File: src/rtl/uart_pkg.sv
// Shared types and helpers for the SAP-2 UART receive path.
package uart_pkg;

  typedef enum logic [1:0] {
    PAR_NONE = 2'b00,
    PAR_EVEN = 2'b01,
    PAR_ODD  = 2'b10,
    PAR_RSVD = 2'b11
  } parity_mode_t;

  typedef enum logic [2:0] {
    StIdle,
    StStart,
    StData,
    StParity,
    StStop1,
    StStop2,
    StWaitIdle
  } uart_rx_state_t;

  localparam int unsigned MIN_DATA_BITS = 5;

  // Clocks per oversample tick, truncated; never below one so the tick still fires.
  function automatic int unsigned baud_divisor(input int unsigned clock,
                                               input int unsigned baud,
                                               input int unsigned oversample);
    int unsigned div;
    div = clock / (baud * oversample);
    return (div < 1) ? 1 : div;
  endfunction

endpackage

File: src/rtl/uart_rx_fifo.sv
// First-word-fall-through receive FIFO; head reads as zero while empty.
module uart_rx_fifo #(
  parameter int unsigned WIDTH = 8,
  parameter int unsigned DEPTH = 4
) (
  input  logic             clk,
  input  logic             reset,
  input  logic             push,
  input  logic             pop,
  input  logic [WIDTH-1:0] din,
  output logic [WIDTH-1:0] dout,
  output logic             empty,
  output logic             full
);

  localparam int unsigned AW = $clog2(DEPTH);

  logic [WIDTH-1:0] mem_q [DEPTH];
  logic [AW-1:0]    wr_ptr_q, rd_ptr_q;
  logic [AW:0]      count_q;
  logic             do_push, do_pop;

  assign empty = (count_q == '0);
  assign full  = (count_q == (AW + 1)'(DEPTH));

  // A pop frees a slot first, so a push into a full FIFO still lands.
  assign do_pop  = pop & ~empty;
  assign do_push = push & (~full | do_pop);

  assign dout = empty ? '0 : mem_q[rd_ptr_q];

  always_ff @(posedge clk) begin
    if (do_push) begin
      mem_q[wr_ptr_q] <= din;
    end
  end

  always_ff @(posedge clk) begin
    if (reset) begin
      wr_ptr_q <= '0;
      rd_ptr_q <= '0;
      count_q  <= '0;
    end else begin
      if (do_push) wr_ptr_q <= wr_ptr_q + 1'b1;
      if (do_pop)  rd_ptr_q <= rd_ptr_q + 1'b1;
      unique case ({do_push, do_pop})
        2'b10:   count_q <= count_q + 1'b1;
        2'b01:   count_q <= count_q - 1'b1;
        default: count_q <= count_q;
      endcase
    end
  end

endmodule

File: src/rtl/uart_rx_configurable.sv
// Configurable UART receiver: 5-8 data bits, optional parity, 1/2 stop bits,
// oversampled line, RX FIFO and sticky per-error status flags.
module uart_rx_configurable
  import uart_pkg::*;
#(
  parameter int unsigned CLOCK_SPEED = 2_000_000,
  parameter int unsigned BAUD_RATE   = 9600,
  parameter int unsigned OVERSAMPLE  = 16,
  parameter int unsigned FIFO_DEPTH  = 4,
  parameter int unsigned DATA_WIDTH  = 8
) (
  input  logic                  clk,
  input  logic                  reset,
  input  logic                  rx_serial_in,
  input  logic [1:0]            cfg_data_bits,
  input  logic [1:0]            cfg_parity,
  input  logic                  cfg_two_stop,
  input  logic                  rx_pop,
  input  logic                  cmd_clear_frame_error,
  input  logic                  cmd_clear_parity_error,
  input  logic                  cmd_clear_overrun,
  input  logic                  cmd_clear_break,
  output logic [DATA_WIDTH-1:0] rx_data,
  output logic                  rx_valid,
  output logic                  rx_fifo_full,
  output logic                  frame_error,
  output logic                  parity_error,
  output logic                  overrun_error,
  output logic                  break_detect,
  output logic                  rx_busy
);

  localparam int unsigned DIV    = baud_divisor(CLOCK_SPEED, BAUD_RATE, OVERSAMPLE);
  localparam int unsigned DIV_W  = (DIV > 1) ? $clog2(DIV) : 1;
  localparam int unsigned TICK_W = $clog2(OVERSAMPLE);

  localparam logic [DIV_W-1:0]  DIV_LAST  = DIV_W'(DIV - 1);
  localparam logic [TICK_W-1:0] TICK_HALF = TICK_W'(OVERSAMPLE / 2 - 1);
  localparam logic [TICK_W-1:0] TICK_LAST = TICK_W'(OVERSAMPLE - 1);

  uart_rx_state_t        state_q, state_d;
  logic [1:0]            sync_q;
  logic                  rx_s;
  logic [DIV_W-1:0]      div_cnt_q, div_cnt_d;
  logic [TICK_W-1:0]     tick_cnt_q, tick_cnt_d;
  logic [3:0]            bit_cnt_q, bit_cnt_d;
  logic [DATA_WIDTH-1:0] data_q, data_d;
  logic                  par_bit_q, par_bit_d;
  logic                  par_pend_q, par_pend_d;
  logic [1:0]            data_bits_q, data_bits_d;
  parity_mode_t          parity_q, parity_d;
  logic                  two_stop_q, two_stop_d;
  logic                  push_q, push_d;

  logic tick, start_sample, mid_bit, par_en, exp_par;
  logic [3:0] last_bit;
  logic frame_set, break_set, parity_set, overrun_set;
  logic fifo_empty, fifo_full;

  assign rx_s         = sync_q[1];
  assign tick         = (div_cnt_q == DIV_LAST);
  assign start_sample = tick && (tick_cnt_q == TICK_HALF);
  assign mid_bit      = tick && (tick_cnt_q == TICK_LAST);
  assign par_en       = (parity_q == PAR_EVEN) || (parity_q == PAR_ODD);
  assign exp_par      = (^data_q) ^ (parity_q == PAR_ODD);
  assign last_bit     = 4'(MIN_DATA_BITS - 1) + {2'b00, data_bits_q};

  always_comb begin
    state_d     = state_q;
    div_cnt_d   = tick ? '0 : div_cnt_q + 1'b1;
    tick_cnt_d  = tick ? tick_cnt_q + 1'b1 : tick_cnt_q;
    bit_cnt_d   = bit_cnt_q;
    data_d      = data_q;
    par_bit_d   = par_bit_q;
    par_pend_d  = par_pend_q;
    data_bits_d = data_bits_q;
    parity_d    = parity_q;
    two_stop_d  = two_stop_q;
    push_d      = 1'b0;
    frame_set   = 1'b0;
    break_set   = 1'b0;

    unique case (state_q)
      StIdle: begin
        if (!rx_s) begin
          data_bits_d = cfg_data_bits;
          parity_d    = parity_mode_t'(cfg_parity);
          two_stop_d  = cfg_two_stop;
          div_cnt_d   = '0;
          tick_cnt_d  = '0;
          bit_cnt_d   = '0;
          data_d      = '0;
          par_bit_d   = 1'b0;
          par_pend_d  = 1'b0;
          state_d     = StStart;
        end
      end
      StStart: begin
        if (start_sample) begin
          tick_cnt_d = '0;
          state_d    = rx_s ? StIdle : StData;
        end
      end
      StData: begin
        if (mid_bit) begin
          tick_cnt_d = '0;
          data_d     = data_q | (DATA_WIDTH'(rx_s) << bit_cnt_q);
          bit_cnt_d  = bit_cnt_q + 4'd1;
          if (bit_cnt_q == last_bit) state_d = par_en ? StParity : StStop1;
        end
      end
      StParity: begin
        if (mid_bit) begin
          tick_cnt_d = '0;
          par_bit_d  = rx_s;
          par_pend_d = (rx_s != exp_par);
          state_d    = StStop1;
        end
      end
      StStop1: begin
        if (mid_bit) begin
          tick_cnt_d = '0;
          if (!rx_s) begin
            frame_set = 1'b1;
            break_set = (data_q == '0) && (!par_en || !par_bit_q);
            state_d   = StWaitIdle;
          end else if (two_stop_q) begin
            state_d = StStop2;
          end else begin
            push_d  = 1'b1;
            state_d = StIdle;
          end
        end
      end
      StStop2: begin
        if (mid_bit) begin
          tick_cnt_d = '0;
          if (!rx_s) begin
            frame_set = 1'b1;
            state_d   = StWaitIdle;
          end else begin
            push_d  = 1'b1;
            state_d = StIdle;
          end
        end
      end
      StWaitIdle: begin
        if (rx_s) state_d = StIdle;
      end
      default: state_d = StIdle;
    endcase
  end

  always_ff @(posedge clk) begin
    if (reset) begin
      sync_q      <= 2'b11;
      state_q     <= StIdle;
      div_cnt_q   <= '0;
      tick_cnt_q  <= '0;
      bit_cnt_q   <= '0;
      data_q      <= '0;
      par_bit_q   <= 1'b0;
      par_pend_q  <= 1'b0;
      data_bits_q <= '0;
      parity_q    <= PAR_NONE;
      two_stop_q  <= 1'b0;
      push_q      <= 1'b0;
    end else begin
      sync_q      <= {sync_q[0], rx_serial_in};
      state_q     <= state_d;
      div_cnt_q   <= div_cnt_d;
      tick_cnt_q  <= tick_cnt_d;
      bit_cnt_q   <= bit_cnt_d;
      data_q      <= data_d;
      par_bit_q   <= par_bit_d;
      par_pend_q  <= par_pend_d;
      data_bits_q <= data_bits_d;
      parity_q    <= parity_d;
      two_stop_q  <= two_stop_d;
      push_q      <= push_d;
    end
  end

  // data_q and par_pend_q stay stable through the push cycle even if a new start arrives.
  assign parity_set  = push_q & par_pend_q;
  assign overrun_set = push_q & fifo_full & ~rx_pop;

  always_ff @(posedge clk) begin
    if (reset) begin
      frame_error   <= 1'b0;
      parity_error  <= 1'b0;
      overrun_error <= 1'b0;
      break_detect  <= 1'b0;
    end else begin
      frame_error   <= frame_set   | (frame_error   & ~cmd_clear_frame_error);
      parity_error  <= parity_set  | (parity_error  & ~cmd_clear_parity_error);
      overrun_error <= overrun_set | (overrun_error & ~cmd_clear_overrun);
      break_detect  <= break_set   | (break_detect  & ~cmd_clear_break);
    end
  end

  uart_rx_fifo #(
    .WIDTH (DATA_WIDTH),
    .DEPTH (FIFO_DEPTH)
  ) u_fifo (
    .clk   (clk),
    .reset (reset),
    .push  (push_q),
    .pop   (rx_pop),
    .din   (data_q),
    .dout  (rx_data),
    .empty (fifo_empty),
    .full  (fifo_full)
  );

  assign rx_valid     = ~fifo_empty;
  assign rx_fifo_full = fifo_full;
  assign rx_busy      = (state_q != StIdle);

endmodule

File: config.mk
export PLATFORM = sky130hd
export DESIGN_NAME = uart_rx_configurable
export DESIGN_NICKNAME = d
export VERILOG_FILES = /design/src/rtl/uart_pkg.sv /design/src/rtl/uart_rx_fifo.sv /design/src/rtl/uart_rx_configurable.sv
export SDC_FILE = /design/constraint.sdc
export NUM_CORES = 1
export LEC_CHECK = 0
export ABC_AREA = 1
export BUFFER_PORTS_ARGS = -buffer_cell sky130_fd_sc_hd__buf_2
export CAP_MARGIN = 15
export CORE_MARGIN = 8
export CORE_UTILIZATION = 45
export DETAILED_ROUTE_END_ITERATION = 12
export GPL_ROUTABILITY_DRIVEN = 1
export PLACE_DENSITY = 0.63
export SKIP_CTS_REPAIR_TIMING = 1
export SYNTH_ARGS = -nofsm -noshare
export SYNTH_HDL_FRONTEND = slang
export SYNTH_HIERARCHICAL = 1
export SYNTH_SLANG_ARGS = --single-unit
File: constraint.sdc
create_clock -name clk -period 2.5 [get_ports clk]
set_clock_uncertainty 0.2 [all_clocks]
set_input_delay 0.125 -clock clk [delete_from_list [all_inputs] [get_ports clk]]
set_output_delay 0.125 -clock clk [all_outputs]
set_load 0.005 [all_outputs]
* Word level (Yosys, flattened, before mapping)
Memory sizes are Yosys's and may differ from the RTL's. A register that Yosys moved wholly into a read port is not among the register bits.
Index checks and enable logic that the tools add are counted.
** Storage, ports and cells
- Flip-flop bits (word level) :: 44
- RAM bits :: 32
- Bits of input ports :: 13
- Logic and storage cells :: 149
- Memories :: 1
** Memory list
- u_fifo.mem_q :: words 4, bits a word 8, read ports 1, clocked after memory_dff 1, wr ports 1, RTL line uart_rx_fifo.sv:18 : logic [WIDTH-1:0] mem_q [DEPTH];
** Cells by class
- Add/subtract/negate cells :: 8
- Eq/ne operators :: 24
- Shift operators :: 1
- Multiplexer cells :: 51
- Bitwise operators :: 24
- Reduce and logical (&&, ||, !) cells :: 21
** Operators with widths (number)
- 3-bit 2-to-1 mux :: 12
- 4-bit 2-to-1 mux :: 9
- 8-bit 2-to-1 mux :: 3
- 3-bit case mux with 7 select lines :: 1
- 1-bit 2-to-1 mux :: 16
- 2-bit inequality test (second input constant) :: 8
- 8-bit case mux with 2 select lines :: 1
- 4-bit by 1-bit adder with 4-bit output (second input constant) :: 3
- 3-bit == test (second input constant) :: 4
- 4-bit case mux with 3 select lines :: 1
- 1-bit bitwise AND :: 9
- 4-bit == test (second input constant) :: 2
- 8-bit logical NOT :: 1
- 1-bit NOT :: 8
- 8-bit bitwise OR :: 1
- 4-bit case mux with 2 select lines :: 1
- 8-bit AND reduction :: 1
- 8-bit XOR reduction :: 1
- 1-bit by 4-bit << shifter with 8-bit output :: 1
- 3-bit by 2-bit == test with 1-bit output (second input constant) :: 2
- 3-bit logical NOT :: 2
- 2-bit 2-to-1 mux :: 3
- 1-bit case mux with 2 select lines :: 3
- 3-bit case mux with 2 select lines :: 1
- other kinds (21) :: 35

* Logic depth before layout (Yosys ltp)
Gate-level depths: netlist of the first run.
- Depth in word-level cells :: 9
- Depth in mapped cells :: 11
- Depth with buffers taken out :: 11

* Cells and area by module
The synthesis of the first run kept the hierarchy.
** Modules (own cells, without submodules)
- uart_rx_configurable :: instances 1, cells each 277, area an instance 2018.2 µm², sequential area each 740.7 µm²
- uart_rx_fifo :: instances 1, cells each 159, area an instance 1754.2 µm², sequential area each 1141.1 µm²

* Worst setup path before layout of the first run
OpenSTA, ideal clock, no wires.
- Path type :: register -> register
- Start point :: register u_fifo.count_q[1]
- End point :: register u_fifo.count_q[2]
- Setup time :: 115 ps
- Arrival time :: 1448 ps
- Path slack :: 737 ps
- Stages on the path, launching flop included :: 11
- Clock period less this slack :: 1763 ps
- Cell sequence :: dfxtp_1 > nor2_4 > nand2_2 > nand2_4 > inv_4 > nand2_4 > fa_1 > inv_1 > nand4_1 > a21oi_1 > nor2_1
** Between the ends
- Cells in the longest elaborated chain, start to end :: 7
- Elaborated cells between the ends (all ways) :: 13
- Classes of those cells :: add/sub (2); eq/ne (3); mux (1); bitwise (5); reduce/logical (2)
** Ends and longest elaborated chain
- start: declaration :: RTL line uart_rx_fifo.sv:20 : logic [AW:0] count_q;
- start signal: assignment :: RTL line uart_rx_fifo.sv:47 : 2'b10: count_q <= count_q + 1'b1;
- start signal: assignment :: RTL line uart_rx_fifo.sv:48 : 2'b01: count_q <= count_q - 1'b1;
- start signal: assignment :: RTL line uart_rx_fifo.sv:49 : default: count_q <= count_q;
- 3-bit logical NOT :: RTL line uart_rx_fifo.sv:23 : assign empty = (count_q == '0);
- 1-bit NOT :: RTL line uart_rx_fifo.sv:27 : assign do_pop = pop & ~empty;
- 1-bit bitwise AND :: RTL line uart_rx_fifo.sv:27
- 1-bit bitwise OR :: RTL line uart_rx_fifo.sv:28 : assign do_push = push & (~full | do_pop);
- 1-bit bitwise AND :: RTL line uart_rx_fifo.sv:28
- 2-bit by 1-bit == test with 1-bit output / 2-bit == test (equally long branches) :: RTL line uart_rx_fifo.sv:46 : unique case ({do_push, do_pop})
- 3-bit case mux with 2 select lines / 2-bit nonzero test (equally long branches)
Parallel ways exist; a longest one is shown, timed or not.
A chain may end at the register's enable or synchronous reset.

==> results of run 1 <==
## cells in the mapped netlist (2+ instances only)
| library cell | number |
|---|---|
| a21oi_1 | 38 |
| buf_2 | 3 |
| buf_4 | 3 |
| buf_6 | 2 |
| clkbuf_1 | 2 |
| dfxtp_1 | 46 |
| edfxtp_1 | 32 |
| ha_1 | 15 |
| inv_1 | 52 |
| inv_2 | 3 |
| nand2_1 | 59 |
| nand2_2 | 4 |
| nand2_4 | 5 |
| nand3_1 | 25 |
| nand3_2 | 2 |
| nand3b_1 | 2 |
| nand4_1 | 7 |
| nor2_1 | 75 |
| nor2_4 | 5 |
| nor3_1 | 3 |
| o21ai_0 | 22 |
| o21ai_1 | 6 |
| o21bai_1 | 2 |
| or2_2 | 2 |
| xnor2_1 | 4 |
| xor2_1 | 6 |
## per-layer routing
metal / part of all wire / GRT usage / vias to the layer above
li1: - / - / 1517
met1: 0.45 / 0.159 / 1274
met2: 0.48 / 0.226 / 55
met3: 0.042 / 0.0281 / 17
met4: 0.025 / 0.0773 / 0
met5: 0 / 0 / -
## power groups by stage
stage          registers [mW]  logic (mW)  clock network (mW)
2_1_floorplan            1.50       0.915                   0
3_3_place_gp             1.58        1.08                   0
3_5_place_dp             1.58        1.10                   0
4_1_cts                  1.55        1.10                1.10
5_1_grt                  1.57        1.28                1.17
6_report                 1.55        1.10                1.07
## critical path: stages, from the launching register on
cell,delay (ns)
dfxtp_1,0.72
inv_2,0.26
o21ai_0,0.29
a21oi_1,0.09
buf_2,0.14
## logic make-up after synthesis
family,synth area share
flip-flops,0.499
AO/OA/AOI/OAI,0.100
buffers and inverters,0.0829
XOR/XNOR,0.0232
adder cells (fa/ha/maj),0.0551
AND/OR/NAND/NOR,0.237
multiplexers,0.00265
## worst paths after layout
check                               start                      end  slack [ns]  depth (start not counted)
hold / removal                     rx_pop                     flop        0.01                          4
setup / recovery                     flop               rx_data[3]        0.33                          4
hold reg to reg      sync_q[0]$_SDFF_PP1_     sync_q[1]$_SDFF_PP1_        0.26                          1
setup reg to reg  div_cnt_q[0]$_SDFF_PP0_  break_detect$_SDFF_PP0_        0.34                          9
## cell usage in the layout (no fill, tap or decap), drive strengths merged
master / n
nor2: 80
nand2: 68
inv: 59
dfxtp: 46
a21oi: 39
edfxtp: 32
buf: 32
o21ai: 29
nand3: 27
dlygate4sd3: 16
ha: 15
clkbuf: 9
nand4: 7
xor2: 6
xnor2: 4
nor3: 4
clkinv: 4
nand3b: 2
or2: 2
o21bai: 2
bufinv: 2
mux2i: 1
nor4: 1
a21boi: 1
fa: 1
## sequential cells by signal, indices dropped and copies added, names as in the netlist, 2 cells and up, named ones only
| name | flops |
|---|---|
| bit_cnt_q | 4 |
| data_bits_q | 2 |
| data_q | 8 |
| div_cnt_q | 4 |
| parity_q | 2 |
| state_q | 3 |
| sync_q | 2 |
| tick_cnt_q | 4 |
| u_fifo/count_q | 3 |
| u_fifo/mem_q | 32 |
| u_fifo/rd_ptr_q | 2 |
| u_fifo/wr_ptr_q | 2 |
## layout make-up
class	count	area, sq um	area share
Clock buffer	9	124	0.0283
Multi-Input combinational cell	289	1580	0.360
Timing Repair Buffer	48	333	0.0760
Inverter	58	225	0.0514
Tap cell	105	131	0.0300
Clock inverter	7	106	0.0243
Sequential cell	78	1880	0.430
==> metrics.yaml, run 1 <==
status:
  status: "complete, no violations"
grt:
  grt_max_degree: 18
  grt_pass1_vias: 2742
  grt_usage: 0.136
  antenna_found_initial: 0
  grt_overflow: 0
  grt_pass1_wl_microns: 12500
sta:
  hold_ws_ns: 0.0116
  fin_crit_sh: 0.868
  rsz0062_at_grt: "false"
  hold_viol: 0
  max_freq_mhz: 461
  worst_pin_slew_ns: 0.736
  fin_crit_ns: 2.17
  worst_slack_ns: 0.331
  setup_viol: 0
  tns_ns: 0
  slew_violations: 0
  maxSlewHeadroom: 0.507
power_and_ir_drop:
  seqPwrFrac: 0.417
  p_sw_mw: 1.31
  ir_worst_vdd_mv: 0.578
  clkPwrFrac: 0.288
  power_density_mw_per_mm2: 848
  switching_share: 0.354
  finalPower_mw: 3.71
  combinationalPowerShare: 0.295
  p_leak_nw: 1.84
  internal-power_mw: 2.40
clock_tree:
  clock_path_buffers: 2
  numCtsBuffers: 9
  h-tree-depth: 3
  root_buffer: "clkbuf_8"
  cts_sinks: 78
  clk_latency_ns: 0.35
  cts.clk_slew.worst_paths_ns: 0.08
  cts_tree: "built"
cells_and_area:
  drive_above_1_share: 0.151
  stdcell_count: 594
  nFillCells: 752
  n_antenna_cell: 0
  fin_util: 0.536
  stdcell_area_sq_mm: 0.00438
  area_delta_synth_final_pct: 16.1
  nNetsFinal: 513
synth:
  synthArstFlopShare: 0
  synth_top_area_frac: 0.255
  synth_cells: 436
  synth_top_area_cell: "edfxtp_1"
  synth_edf_count: 32
  syn_nets: 465
  synth_ff_type: "dfxtp_1"
  yosys_warnings: 6
  yosysSeqAreaShare: 0.499
  syn-cell-area_sq_mm: 0.00377
  postSynthAreaPerCell_sq_um: 8.65
  ys_ff_latch: 78
  synth_cell_type_count: 37
  synth.area.top_cells: "edfxtp_1 25%, dfxtp_1 24%, nor2_1 7.5%"
detailed_routing:
  dr_total_vias: 2863
  drtPass1Iterations: 4
  viasPerCell: 4.82
  totalWireLength_microns: 7410
  drt_iter0_drc: 114
  postRouteAntennaNets: 0
  wire_per_inst_microns: 12.5
  drc_errors: 0
place:
  dp_slack_ns: 0.574
  hpwlAfterDp_microns: 5200
  place_inst: 562
  placed_area_sq_mm: 0.00399
  port_buffers: 27
  place_congestion: 0.852
die:
  start_util: 0.461
  fp-row-count: 33
  core_sq_mm: 0.00818
  ios: 28
  die_area_sq_mm: 0.0116
  die_h_microns: 108
  die_x_microns: 108
critical_path:
  start_kind: "flop"
  required_ns: 2.17
  cp-end-kind: "output port"
  critPathKind: "flop to output port"
  path_max_fanout: 17
  arrival_ns: 1.84
min_path:
  hold_class: "input port to flop"
job:
  maxCapViolations: 0
No activity file was read; power rests on OpenSTA's default activity.
==> inputs of run 2 (changes only) <==
--- a/config.mk
+++ b/config.mk
@@ -10,6 +10,7 @@
 export CAP_MARGIN = 15
 export CORE_MARGIN = 8
 export CORE_UTILIZATION = 45
+export CTS_BUF_LIST = sky130_fd_sc_hd__clkbuf_4
 export DETAILED_ROUTE_END_ITERATION = 12
 export GPL_ROUTABILITY_DRIVEN = 1
 export PLACE_DENSITY = 0.63
==> run 2 against run 1 <==
First-iteration DRC count is 13% lower. Clock-buffer cell count stayed put. Largest cell class unchanged. Sequential share of layout area is 0.46 points higher. Wire length is 0.50% lower. Setup slack worse by 0.090 ns. Power is 4.8% lower. Global-route usage is 0.15 points lower.
==> metrics.yaml, run 2 (synthesis gave the netlist of run 1 again) <==
cells_and_area:
  drive_above_1_share: 0.151
  nNetsFinal: 514
  final_cell_mix: "75 x nor2_1, 59 x nand2_1, 52 x inv_1, 46 x dfxtp_1, 38 x a21oi_1"
  nFillCells: 747
  n_antenna_cell: 0
  largest_register_ffs: 32
  stdcell_area_sq_mm: 0.00433
  area_delta_synth_final_pct: 14.9
  mostFrequentLayoutCell: "nor2_1"
  reg_top3: "u_fifo/mem_q x32, data_q x8"
  stdcell_count: 595
  fin_util: 0.530
  top_register: "u_fifo/mem_q"
die:
  die_x_microns: 108
  fp-row-count: 33
  start_util: 0.461
  core_sq_mm: 0.00818
  die_h_microns: 108
  die_area_sq_mm: 0.0116
  ios: 28
detailed_routing:
  drt_iter0_drc: 99
  totalWireLength_microns: 7370
  drtPass1Iterations: 4
  wire_per_inst_microns: 12.4
  dr_total_vias: 2861
  postRouteAntennaNets: 0
  viasPerCell: 4.81
  drc_errors: 0
sta:
  tns_ns: 0
  fin_crit_ns: 2.26
  maxSlewHeadroom: 0.505
  hold_ws_ns: 0.267
  slew_violations: 0
  max_freq_mhz: 443
  worst_pin_slew_ns: 0.739
  hold_viol: 0
  setup_viol: 0
  fin_crit_sh: 0.904
  rsz0062_at_grt: "false"
clock_tree:
  cts_tree: "built"
  clk_latency_ns: 0.42
  cts_sinks: 78
  root_buffer: "clkbuf_4"
  numCtsBuffers: 9
  h-tree-depth: 3
  clock_path_buffers: 2
  cts.clk_slew.worst_paths_ns: 0.13
status:
  status: "complete, no violations"
place:
  hpwlAfterDp_microns: 5200
  port_buffers: 27
  place_inst: 562
  placed_area_sq_mm: 0.00399
  place_congestion: 0.852
job:
  maxCapViolations: 0
power_and_ir_drop:
  ir_worst_vdd_mv: 0.616
  p_leak_nw: 1.82
  power_density_mw_per_mm2: 816
critical_path:
  required_ns: 2.17
  cp-end-kind: "output port"
  arrival_ns: 1.93
  start_kind: "flop"
  critPathKind: "flop to output port"
  path_max_fanout: 17
min_path:
  hold_class: "input port to flop"
grt:
  grt_pass1_vias: 2723
  antenna_found_initial: 0
  grt_pass1_wl_microns: 12500
  grt_max_degree: 18
  grt_overflow: 0
  grt_usage: 0.134
## run 2: critical path: stages (launching register included)
cell,delay [ns]
dfxtp_1,0.73
inv_2,0.26
o21ai_0,0.29
a21oi_1,0.10
buf_2,0.14
## run 2: per-stage QoR
| step | power (mW) | worst slack [ns] |
|---|---|---|
| after global routing | 3.84 | 0.00217 |
| final | 3.54 | 0.241 |
| after global placement | 2.65 | 0.663 |
| after floorplan | 2.41 | 0.737 |
| after CTS | 3.57 | 0.190 |
| after detailed placement | 2.68 | 0.574 |
## run 2: area by class of cell
type,count,area (sq um),share of cell area
Tap cell,105,131,0.0303
Inverter,58,225,0.0520
Clock inverter,7,106,0.0245
Clock buffer,9,67.6,0.0156
Multi-Input combinational cell,289,1580,0.364
Sequential cell,78,1880,0.434
Timing Repair Buffer,49,343,0.0791
## run 2: power breakdown
group | switching [mW] | internal [mW] | total (mW)
sequential | 0.151 | 1.40 | 1.55
clock | 0.468 | 0.421 | 0.889
combinational | 0.675 | 0.424 | 1.10
## run 2: path summary, 6_finish.rpt
| check | from | endpoint | slack (ns) | cells after the start |
|---|---|---|---|---|
| min | cfg_data_bits[0] | data_bits_q[0]$_SDFFE_PP0P_ | 0.27 | 4 |
| max reg2reg | div_cnt_q[0]$_SDFF_PP0_ | break_detect$_SDFF_PP0_ | 0.33 | 9 |
| max | flop | rx_data[3] | 0.24 | 4 |
| min reg2reg | sync_q[0]$_SDFF_PP1_ | sync_q[1]$_SDFF_PP1_ | 0.27 | 1 |
## run 2: layer usage
metal	wire length, microns	part of all wire	track usage
met4	140	0.019	0.0535
met5	0	0	0
met3	312	0.042	0.0389
met1	3370	0.46	0.158
met2	3550	0.48	0.225
==> inputs of run 3 (changes only) <==
--- a/config.mk
+++ b/config.mk
@@ -13,7 +13,7 @@
 export CTS_BUF_LIST = sky130_fd_sc_hd__clkbuf_4
 export DETAILED_ROUTE_END_ITERATION = 12
 export GPL_ROUTABILITY_DRIVEN = 1
-export PLACE_DENSITY = 0.63
+export PLACE_DENSITY = 0.65
 export SKIP_CTS_REPAIR_TIMING = 1
 export SYNTH_ARGS = -nofsm -noshare
 export SYNTH_HDL_FRONTEND = slang
==> constraint.sdc (replaced) <==
create_clock -name clk -period 2.05 [get_ports clk]
set_clock_uncertainty 0.2 [all_clocks]
set_input_delay 0.1025 -clock clk [delete_from_list [all_inputs] [get_ports clk]]
set_output_delay 0.1025 -clock clk [all_outputs]
set_load 0.005 [all_outputs]
==> run 3 against run 2 <==
Clock power increased by 18%. Worst hold slack lost 0.032 ns. Sequential cell count did not move. Non-clock buffer count down 1. Design area fell by 0.38%. First-iteration DRC count increased by 49%. Sequential power increased by 19%. Setup slack worse by 0.10 ns. Die area unchanged. Critical path type is now flop to flop. Critical endpoint is now u_fifo/count_q[2]$_SDFFE_PP0P_.
==> metrics.yaml, run 3 (synthesis gave the netlist of run 1 again) <==
sta:
  setup_viol: 0
  tns_ns: 0
  rsz0062_at_grt: "false"
  fin_crit_sh: 0.932
  fin_crit_ns: 1.91
  slew_violations: 0
  max_freq_mhz: 523
  worst_pin_slew_ns: 0.826
  hold_ws_ns: 0.235
  maxSlewHeadroom: 0.448
  hold_viol: 0
clock_tree:
  clock_path_buffers: 2
  h-tree-depth: 3
  numCtsBuffers: 9
  clk_latency_ns: 0.42
  cts_sinks: 78
  cts.clk_slew.worst_paths_ns: 0.13
  root_buffer: "clkbuf_4"
  cts_tree: "built"
cells_and_area:
  mostFrequentLayoutCell: "nor2_1"
  reg_top3: "u_fifo/mem_q x32, data_q x8"
  stdcell_area_sq_mm: 0.00432
  largest_register_ffs: 32
  nNetsFinal: 513
  area_delta_synth_final_pct: 14.4
  nFillCells: 746
  n_antenna_cell: 0
  multi_input_area_sq_mm: 0.00158
  top_register: "u_fifo/mem_q"
  drive_above_1_share: 0.153
  regArea_sq_mm: 0.00188
  stdcell_count: 594
  final_cell_mix: "75 x nor2_1, 59 x nand2_1, 52 x inv_1, 45 x dfxtp_1, 38 x a21oi_1"
die:
  die_x_microns: 108
  ios: 28
  die_area_sq_mm: 0.0116
  core_sq_mm: 0.00818
  fp-row-count: 33
  start_util: 0.461
  die_h_microns: 108
critical_path:
  path_max_fanout: 5
  critPathKind: "flop to flop"
  cp-end-kind: "flop"
  arrival_ns: 2.07
  start_kind: "flop"
  required_ns: 2.21
status:
  status: "complete, no violations"
min_path:
  hold_class: "flop to flop"
grt:
  grt_pass1_wl_microns: 12200
  grt_pass1_vias: 2723
  grt_usage: 0.132
  antenna_found_initial: 0
  grt_max_degree: 17
  grt_overflow: 0
power_and_ir_drop:
  power_density_mw_per_mm2: 1000
  p_leak_nw: 1.80
  ir_worst_vdd_mv: 0.671
detailed_routing:
  viasPerCell: 4.89
  wire_per_inst_microns: 12.3
  drtPass1Iterations: 4
  drt_iter0_drc: 148
  postRouteAntennaNets: 0
  drc_errors: 0
  dr_total_vias: 2903
  totalWireLength_microns: 7290
place:
  place_inst: 563
  port_buffers: 27
  place_congestion: 0.828
  hpwlAfterDp_microns: 5120
  placed_area_sq_mm: 0.00400
job:
  maxCapViolations: 0
-- run 3: final timing paths --
kind                                                      from                        endpoint  slack (ns)  cells past startpoint
worst min register to register            sync_q[0]$_SDFF_PP1_            sync_q[1]$_SDFF_PP1_        0.23                      1
worst max register to register  u_fifo/count_q[2]$_SDFFE_PP0P_  u_fifo/count_q[2]$_SDFFE_PP0P_        0.14                     11
worst min-delay path                      sync_q[0]$_SDFF_PP1_            sync_q[1]$_SDFF_PP1_        0.23                      1
worst max-delay path            u_fifo/count_q[2]$_SDFFE_PP0P_  u_fifo/count_q[2]$_SDFFE_PP0P_        0.14                     11
-- run 3: layer usage --
metal | track usage | routed length, microns | vias up
li1 | - | - | 1520
met1 | 0.157 | 3270 | 1317
met2 | 0.220 | 3600 | 54
met3 | 0.0341 | 298 | 12
met4 | 0.0595 | 124 | 0
met5 | 0 | 0 | -
-- run 3: area by class of cell --
class                           count  share of cell area
Sequential cell                    78               0.436
Multi-Input combinational cell    289               0.366
Timing Repair Buffer               48              0.0774
Inverter                           58              0.0522
Tap cell                          105              0.0304
Clock inverter                      7              0.0226
Clock buffer                        9              0.0157
-- run 3: where the power goes --
group	switching (mW)	internal, mW	total (mW)
Clock	0.550	0.499	1.05
Combinational	0.883	0.545	1.43
Sequential	0.140	1.71	1.85
-- run 3: per-stage QoR --
step | setup WS (ns) | total power, mW | utilization
CTS | 0.124 | 4.34 | 0.509
detailed placement | 0.185 | 3.29 | 0.489
floorplan | 0.287 | 2.94 | -
global route | 0.0112 | 4.64 | 0.528
global placement | 0.213 | 3.26 | 0.489
finish | 0.139 | 4.32 | 0.528
-- run 3: critical path, stage by stage, from the launching register on --
cell     delay (ns)
dfxtp_1        0.37
inv_1          0.09
nand2_2        0.11
nand2_4        0.08
inv_4          0.08
nand2_4        0.06
fa_1           0.43
inv_1          0.06
nand4_1        0.12
nand3_1        0.11
nand2_1        0.05
nor2_1         0.09
